[config.mk]
export PLATFORM = sky130hd
export DESIGN_NAME = instr_decode
export DESIGN_NICKNAME = d
export VERILOG_FILES = /design/src/rtl/instr_decode.sv
export SDC_FILE = /design/constraint.sdc
export NUM_CORES = 1
export LEC_CHECK = 0
export CAP_MARGIN = 20
export CORE_MARGIN = 4
export CORE_UTILIZATION = 30
export DETAILED_ROUTE_END_ITERATION = 8
export SYNTH_ARGS = -nofsm -noshare
export SYNTH_HDL_FRONTEND = slang
export SYNTH_SLANG_ARGS = --single-unit
[constraint.sdc]
create_clock -name clk -period 4.89 [get_ports clk]
set_input_delay 0.978 -clock clk [delete_from_list [all_inputs] [get_ports clk]]
set_output_delay 0.978 -clock clk [all_outputs]
set_load 0.005 [all_outputs]
[src/rtl/instr_decode.sv]
// Decode stage: IF/ID register, 8x8 register file, BZ branch resolution and ID/EX register.
// Optional write-through register reads enabled by defining DECODE_BYPASS_EN.
module instr_decode #(
  parameter int NREG = 8,
  parameter int DW   = 8
) (
  input  logic          clk,
  input  logic          rst,
  input  logic [7:0]    instr,
  input  logic          wb_en,
  input  logic [2:0]    wb_addr,
  input  logic [DW-1:0] wb_data,
  output logic          pc_src,
  output logic [5:0]    jmp_rel_addr,
  output logic          ex_valid,
  output logic [1:0]    ex_op,
  output logic [2:0]    ex_rd,
  output logic [DW-1:0] ex_a,
  output logic [DW-1:0] ex_b,
  output logic [7:0]    br_taken_cnt
);

  localparam logic [1:0] OP_ADDI = 2'b10;
  localparam logic [1:0] OP_BZ   = 2'b11;

  logic [DW-1:0] regs [NREG];
  logic [7:0]    id_instr_reg;
  logic          id_valid_reg;

  logic [1:0]    id_op;
  logic [2:0]    id_rd;
  logic [2:0]    id_rs;
  logic [DW-1:0] rd_val;
  logic [DW-1:0] rs_val;
  logic [DW-1:0] r0_val;
  logic [DW-1:0] imm_ext;

  assign id_op   = id_instr_reg[7:6];
  assign id_rd   = id_instr_reg[5:3];
  assign id_rs   = id_instr_reg[2:0];
  assign imm_ext = {{(DW-3){id_instr_reg[2]}}, id_instr_reg[2:0]};

`ifdef DECODE_BYPASS_EN
  // Write-through: a register written this cycle is seen by decode immediately.
  assign rd_val = (wb_en && wb_addr == id_rd) ? wb_data : regs[id_rd];
  assign rs_val = (wb_en && wb_addr == id_rs) ? wb_data : regs[id_rs];
  assign r0_val = (wb_en && wb_addr == 3'd0)  ? wb_data : regs[0];
`else
  assign rd_val = regs[id_rd];
  assign rs_val = regs[id_rs];
  assign r0_val = regs[0];
`endif

  // id_valid is zero throughout reset, so no branch can be requested then.
  assign pc_src       = id_valid_reg && (id_op == OP_BZ) && (r0_val == '0);
  assign jmp_rel_addr = id_instr_reg[5:0];

  always_ff @(posedge clk) begin
    if (rst) begin
      for (int i = 0; i < NREG; i++) regs[i] <= '0;
    end else if (wb_en) begin
      regs[wb_addr] <= wb_data;
    end
  end

  // The slot fetched while a branch is taken is the wrong path and is squashed.
  always_ff @(posedge clk) begin
    if (rst) begin
      id_instr_reg <= '0;
      id_valid_reg <= 1'b0;
    end else begin
      id_instr_reg <= instr;
      id_valid_reg <= ~pc_src;
    end
  end

  always_ff @(posedge clk) begin
    if (rst) begin
      br_taken_cnt <= '0;
    end else if (pc_src) begin
      br_taken_cnt <= br_taken_cnt + 8'd1;
    end
  end

  always_ff @(posedge clk) begin
    if (rst || !id_valid_reg || id_op == OP_BZ) begin
      ex_valid <= 1'b0;
      ex_op    <= '0;
      ex_rd    <= '0;
      ex_a     <= '0;
      ex_b     <= '0;
    end else begin
      ex_valid <= 1'b1;
      ex_op    <= id_op;
      ex_rd    <= id_rd;
      ex_a     <= rd_val;
      ex_b     <= (id_op == OP_ADDI) ? imm_ext : rs_val;
    end
  end

endmodule

# Word-level counts from Yosys, hierarchy flattened
# Memory sizes are Yosys's and may differ from the RTL's. A register that Yosys moved wholly into a read port is not among the register bits.
# Cells that the tools add are included.
# word_totals
register_bits	31
ramBits	64
input_bits	22
out_inout_bits	37
word_cells	30
mem_count	1
# classes
add_sub_neg	1
eq_ne	2
mux	11
bitwise_logic	1
reduce_logical	7
# memory_table
memory	depth	width	read_ports	rd_ports_with_merged_regs	wr	line_no	rtl
regs	8	8	3	2	8	26	logic [DW-1:0] regs [NREG];
# ops
op	n
$mux 8	2
$add 8x1->8 const B	1
$logic_not 8->1	1
$reduce_or 8->1	1
$mux 1	7
$mux 3	2
$eq 2x2->1 const B	2
$logic_and 1x1->1	2
$logic_or 1x1->1	2
$logic_not 1->1	1
$not 1->1	1

# Depth between registers and ports, before layout
# depth
depth_word	5
ltp_mapped	7
mapped_depth_nobuf	5

# Worst setup path before layout
# Ideal clock, no wire load.
# synth_path
path_type	flip-flop to output port
from	memory regs[0][2]
to	output port pc_src
arrival_ns	1.461
t_required_ns	3.912
slack_ns	2.451
stages_incl_launch_ff	4
path_buffers	1
path_cell_list	edfxtp_1 -> or4_1 -> clkbuf_2 -> nor3_1
# synth_rtl
item	line_no	rtl
start: declaration	26	
end: declaration	13	output logic pc_src,

==> flow_metrics.py <==
metrics = {
    "cts": {
        "numCtsBuffers": 9,
        "cts_setup_buffers": 0,
        "ctsHoldBuffers": 0,
        "clock_path_buffers": 2,
        "clk_pin_slew_ns": 0.07,
        "post_cts_resize_count": 0,
        "clock_sinks": 103,
        "clock_tree.htree_level_count": 3,
        "tritoncts": "done",
        "worstSkewPairLatency_ns": 0.34,
        "clk_root_buffer_cell": "sky130_fd_sc_hd__clkbuf_16",
    },
    "drt": {
        "drt-total-wl_um": 11220,
        "total_vias_in_the_final_route": 2897,
        "routedWlPerCell_um": 19.15,
        "drtAntennaViolNets": 0,
        "detailedRoute.firstIterationViolations": 217,
        "via_per_inst": 4.944,
        "drt_first_pass_iters": 4,
        "drcViolationCount": 0,
    },
    "power": {
        "power_per_cell_area_nw_per_um2": 332.9,
        "switching_power_w": 0.0004485,
        "internal-power_w": 0.001437,
        "pwr-share-comb": 0.094,
        "netSwitchingFraction": 0.2378,
        "irDropWorstVdd_mv": 0.2025,
        "power.static_leakage_nw": 1.917,
        "clock_power_share": 0.371,
        "share_seq_of_total_power": 0.534,
    },
    "synth": {
        "synth_seq_cells": 103,
        "synthesis.area_per_instance_um2": 13.55,
        "post_synth_mux_area_share": 0.1766,
        "yosys_warnings": 0,
        "synth_nets": 365,
        "synthAdderAreaFrac": 0.002701,
        "post_synth_and_or_nand_nor_area_fraction": 0.1820,
        "mapped_cells": 342,
        "synth_compound_area_frac": 0.01998,
        "yosys.cell_types.count": 32,
        "ys_seq_area_frac": 0.5833,
        "combinational_family_with_the_most_area_after_synthesis": "simple AND/OR/NAND/NOR gates",
        "syn-cell-area_um2": 4633,
        "synth_xor_area_frac": 0.009452,
    },
    "global_routing": {
        "grt_pass1_wl_um": 17420,
        "grt_remaining_overflow": 0,
        "grt_max_degree": 30,
        "vias_in_the_first_global_route": 2901,
        "number_of_antenna_violations_at_the_first_check_in_global_routing": 0,
        "track_usage": 0.1308,
    },
    "floorplanning": {
        "chipWidth_um": 132.3,
        "io_pins": 59,
        "initial_core_util": 0.3059,
        "fp.dieH_um": 132.3,
        "placementRows": 45,
        "fp.coreArea_um2": 15150,
        "dieArea_um2": 17500,
    },
    "timing": {
        "timing.setup.tns_ns": 0,
        "slew_viol_final": 0,
        "finalWorstPathRequiredPeriod_ns": 3.542,
        "max_slew.worst_pin.slew_ns": 0.9378,
        "skew_ns": 0.006770,
        "worst_hold_slack_ns": 0.4945,
        "fin_crit_sh": 0.7243,
        "setup_repair_after_global_routing_missed_its_margin": "no",
        "finalHoldViolCount": 0,
        "worst_case_headroom_to_the_max_slew_limit": 0.3740,
        "maxClockFrequency_mhz": 282.3,
        "setup-violations-final": 0,
    },
    "worst_setup_path": {
        "crit_path_max_incr_delay_ns": 0.67,
        "critPathBufInv": 1,
        "crit_family": "simple AND/OR/NAND/NOR gates",
        "r2r_end": "br_taken_cnt[7]",
        "timing.critical_path.from_type": "flip-flop",
        "criticalPathCategory": "flip-flop to output pin",
        "crit_path_start": "regs[0][1]",
        "critPathRequiredTime_ns": 3.91,
        "critical_path.endpoint_type": "output pin",
        "cp_max_fo": 7,
        "regToRegSetupSlack_ns": 2.63,
        "worstPathCellList": "or4_1, nor3_1, clkdlybuf4s50_1",
        "worstReg2RegStart": "regs[0][1]",
        "reg2reg_depth": 4,
        "arrival_time_of_the_worst_setup_path_ns": 2.56,
        "critical-path-slowest-cell": "sky130_fd_sc_hd__or4_1",
    },
    "worst_hold_path": {
        "worstHoldStart": "id_valid_reg",
        "worst_hold_path.endpoint": "ex_op[1]",
        "hold_path_class": "flip-flop to flip-flop",
        "min_path_cells": 2,
    },
    "cells_and_area": {
        "layout-drive-gt1-share": 0.1533,
        "largest_register_ff_count": 64,
        "fin_nets": 416,
        "regMostFlops": "regs",
        "insertedDiodeCount": 0,
        "layout-area-overhead-vs-synth_pct": 22.25,
        "fillers": 1418,
    },
    "run_status": {
        "status": "complete, no violations",
    },
    "placement": {
        "place.port_buffers": 58,
        "dp_hpwl_um": 8093,
        "place_congestion": 0.7958,
    },
    "flow_run": {
        "cap_viol_max_count": 0,
    },
}
==> power by group through the flow <==
stage	Clock, W	Combinational [W]	Sequential [W]
floorplan	0	0.000111	0.00100
global placement	0	0.000178	0.00102
detailed placement	0	0.000179	0.00103
CTS	0.000711	0.000180	0.00101
global route	0.000746	0.000191	0.00101
finish	0.000700	0.000177	0.00101
==> stage by stage <==
step                total power [W]  std cells    util  instance area [µm²]  setup slack, ns
floorplan                  0.001115        342       -                 4633            2.451
global placement           0.001202        570  0.3548                 5374            1.762
detailed placement         0.001206        570  0.3548                 5374            1.713
CTS                        0.001898        586  0.3740                 5664            1.345
global route               0.001950        586  0.3740                 5664            1.187
finish                     0.001886        586  0.3740                 5664            1.348
==> cells in the final DEF (no fill, tap or decap), types with 3 or more instances in the layout <==
| cell type | Yosys | layout |
|---|---|---|
| sky130_fd_sc_hd__and2_1 | 68 | 68 |
| sky130_fd_sc_hd__edfxtp_1 | 64 | 64 |
| sky130_fd_sc_hd__clkdlybuf4s50_1 | 0 | 58 |
| sky130_fd_sc_hd__dfxtp_1 | 39 | 39 |
| sky130_fd_sc_hd__nor2_1 | 31 | 31 |
| sky130_fd_sc_hd__mux4_2 | 30 | 30 |
| sky130_fd_sc_hd__mux2i_1 | 9 | 9 |
| sky130_fd_sc_hd__a21oi_1 | 9 | 9 |
| sky130_fd_sc_hd__clkbuf_16 | 0 | 9 |
| sky130_fd_sc_hd__or2_2 | 8 | 8 |
| sky130_fd_sc_hd__nor2b_1 | 8 | 8 |
| sky130_fd_sc_hd__o21ai_0 | 8 | 8 |
| sky130_fd_sc_hd__nand2_1 | 6 | 6 |
| sky130_fd_sc_hd__nor3_1 | 5 | 5 |
| sky130_fd_sc_hd__nand2b_1 | 5 | 5 |
| sky130_fd_sc_hd__nor4_1 | 5 | 5 |
| sky130_fd_sc_hd__xnor2_1 | 5 | 5 |
| sky130_fd_sc_hd__buf_4 | 6 | 5 |
| sky130_fd_sc_hd__nand4_1 | 3 | 3 |
==> how the worst max path moves through the flow <==
| stage | to | cells after the start |
|---|---|---|
| after floorplan | pc_src | 3 |
| after global placement | pc_src | 3 |
| after detailed placement | pc_src | 3 |
| after CTS | pc_src | 3 |
| after global routing | pc_src | 3 |
| final | pc_src | 3 |
==> final cells by class <==
| type | count | area (µm²) | share of cell area |
|---|---|---|---|
| Clock inverter | 6 | 51.30 | 0.009057 |
| Clock buffer | 10 | 239.0 | 0.04219 |
| Sequential cell | 103 | 2703 | 0.4771 |
| Multi-Input combinational cell | 214 | 1810 | 0.3196 |
| Timing Repair Buffer | 63 | 618.1 | 0.1091 |
| Tap cell | 188 | 235.2 | 0.04153 |
| Inverter | 2 | 7.507 | 0.001325 |
==> synth_stat cells <==
cell	n	share of area
sky130_fd_sc_hd__nor2_1	31	0.025
sky130_fd_sc_hd__nand4_1	3	0.0041
sky130_fd_sc_hd__or3b_2	1	0.0019
sky130_fd_sc_hd__or2_2	8	0.011
sky130_fd_sc_hd__nor3_1	5	0.0054
sky130_fd_sc_hd__nand4b_1	1	0.0019
sky130_fd_sc_hd__nor2b_1	8	0.011
sky130_fd_sc_hd__nand2b_1	5	0.0068
sky130_fd_sc_hd__clkbuf_1	12	0.0097
sky130_fd_sc_hd__nand3b_1	1	0.0016
sky130_fd_sc_hd__mux4_2	30	0.15
sky130_fd_sc_hd__or3_1	2	0.0027
sky130_fd_sc_hd__inv_1	2	0.0016
sky130_fd_sc_hd__nand2_1	6	0.0049
sky130_fd_sc_hd__nor4_1	5	0.0068
sky130_fd_sc_hd__nand3_1	2	0.0022
sky130_fd_sc_hd__xnor2_1	5	0.0095
sky130_fd_sc_hd__clkbuf_2	1	0.0011
sky130_fd_sc_hd__or4b_2	1	0.0022
sky130_fd_sc_hd__buf_4	6	0.0097
sky130_fd_sc_hd__and2_1	68	0.092
sky130_fd_sc_hd__dfxtp_1	39	0.17
sky130_fd_sc_hd__buf_1	2	0.0016
sky130_fd_sc_hd__a21o_1	1	0.0016
sky130_fd_sc_hd__a21oi_1	9	0.0097
sky130_fd_sc_hd__or4_1	2	0.0032
sky130_fd_sc_hd__o21ai_0	8	0.0086
sky130_fd_sc_hd__ha_1	1	0.0027
sky130_fd_sc_hd__mux4_1	2	0.011
sky130_fd_sc_hd__mux2i_1	9	0.019
sky130_fd_sc_hd__buf_2	2	0.0022
sky130_fd_sc_hd__edfxtp_1	64	0.41
==> tightest hold or removal path, cell delays in order, from the launching register on <==
cell and delay (ns):
sky130_fd_sc_hd__dfxtp_1 0.32, sky130_fd_sc_hd__nand2b_1 0.08, sky130_fd_sc_hd__nor2_1 0.05
==> routing by layer <==
layer	track usage	wire length, µm	vias up
li1	-	-	1343
met1	0.1875	5432	1447
met2	0.1944	4947	93
met3	0.03702	629	14
met4	0.03753	211	0
met5	0	0	-
==> cells by family after synthesis <==
| kind of cell | after synthesis |
|---|---|
| buffers and inverters | 25 |
| xor gates and xnor gates | 5 |
| AOI/OAI and AO/OA | 18 |
| adders and majority gates | 1 |
| muxes | 41 |
| DFF | 103 |
| and+or+nand+nor | 149 |
No activity file was read; power rests on OpenSTA's default activity.
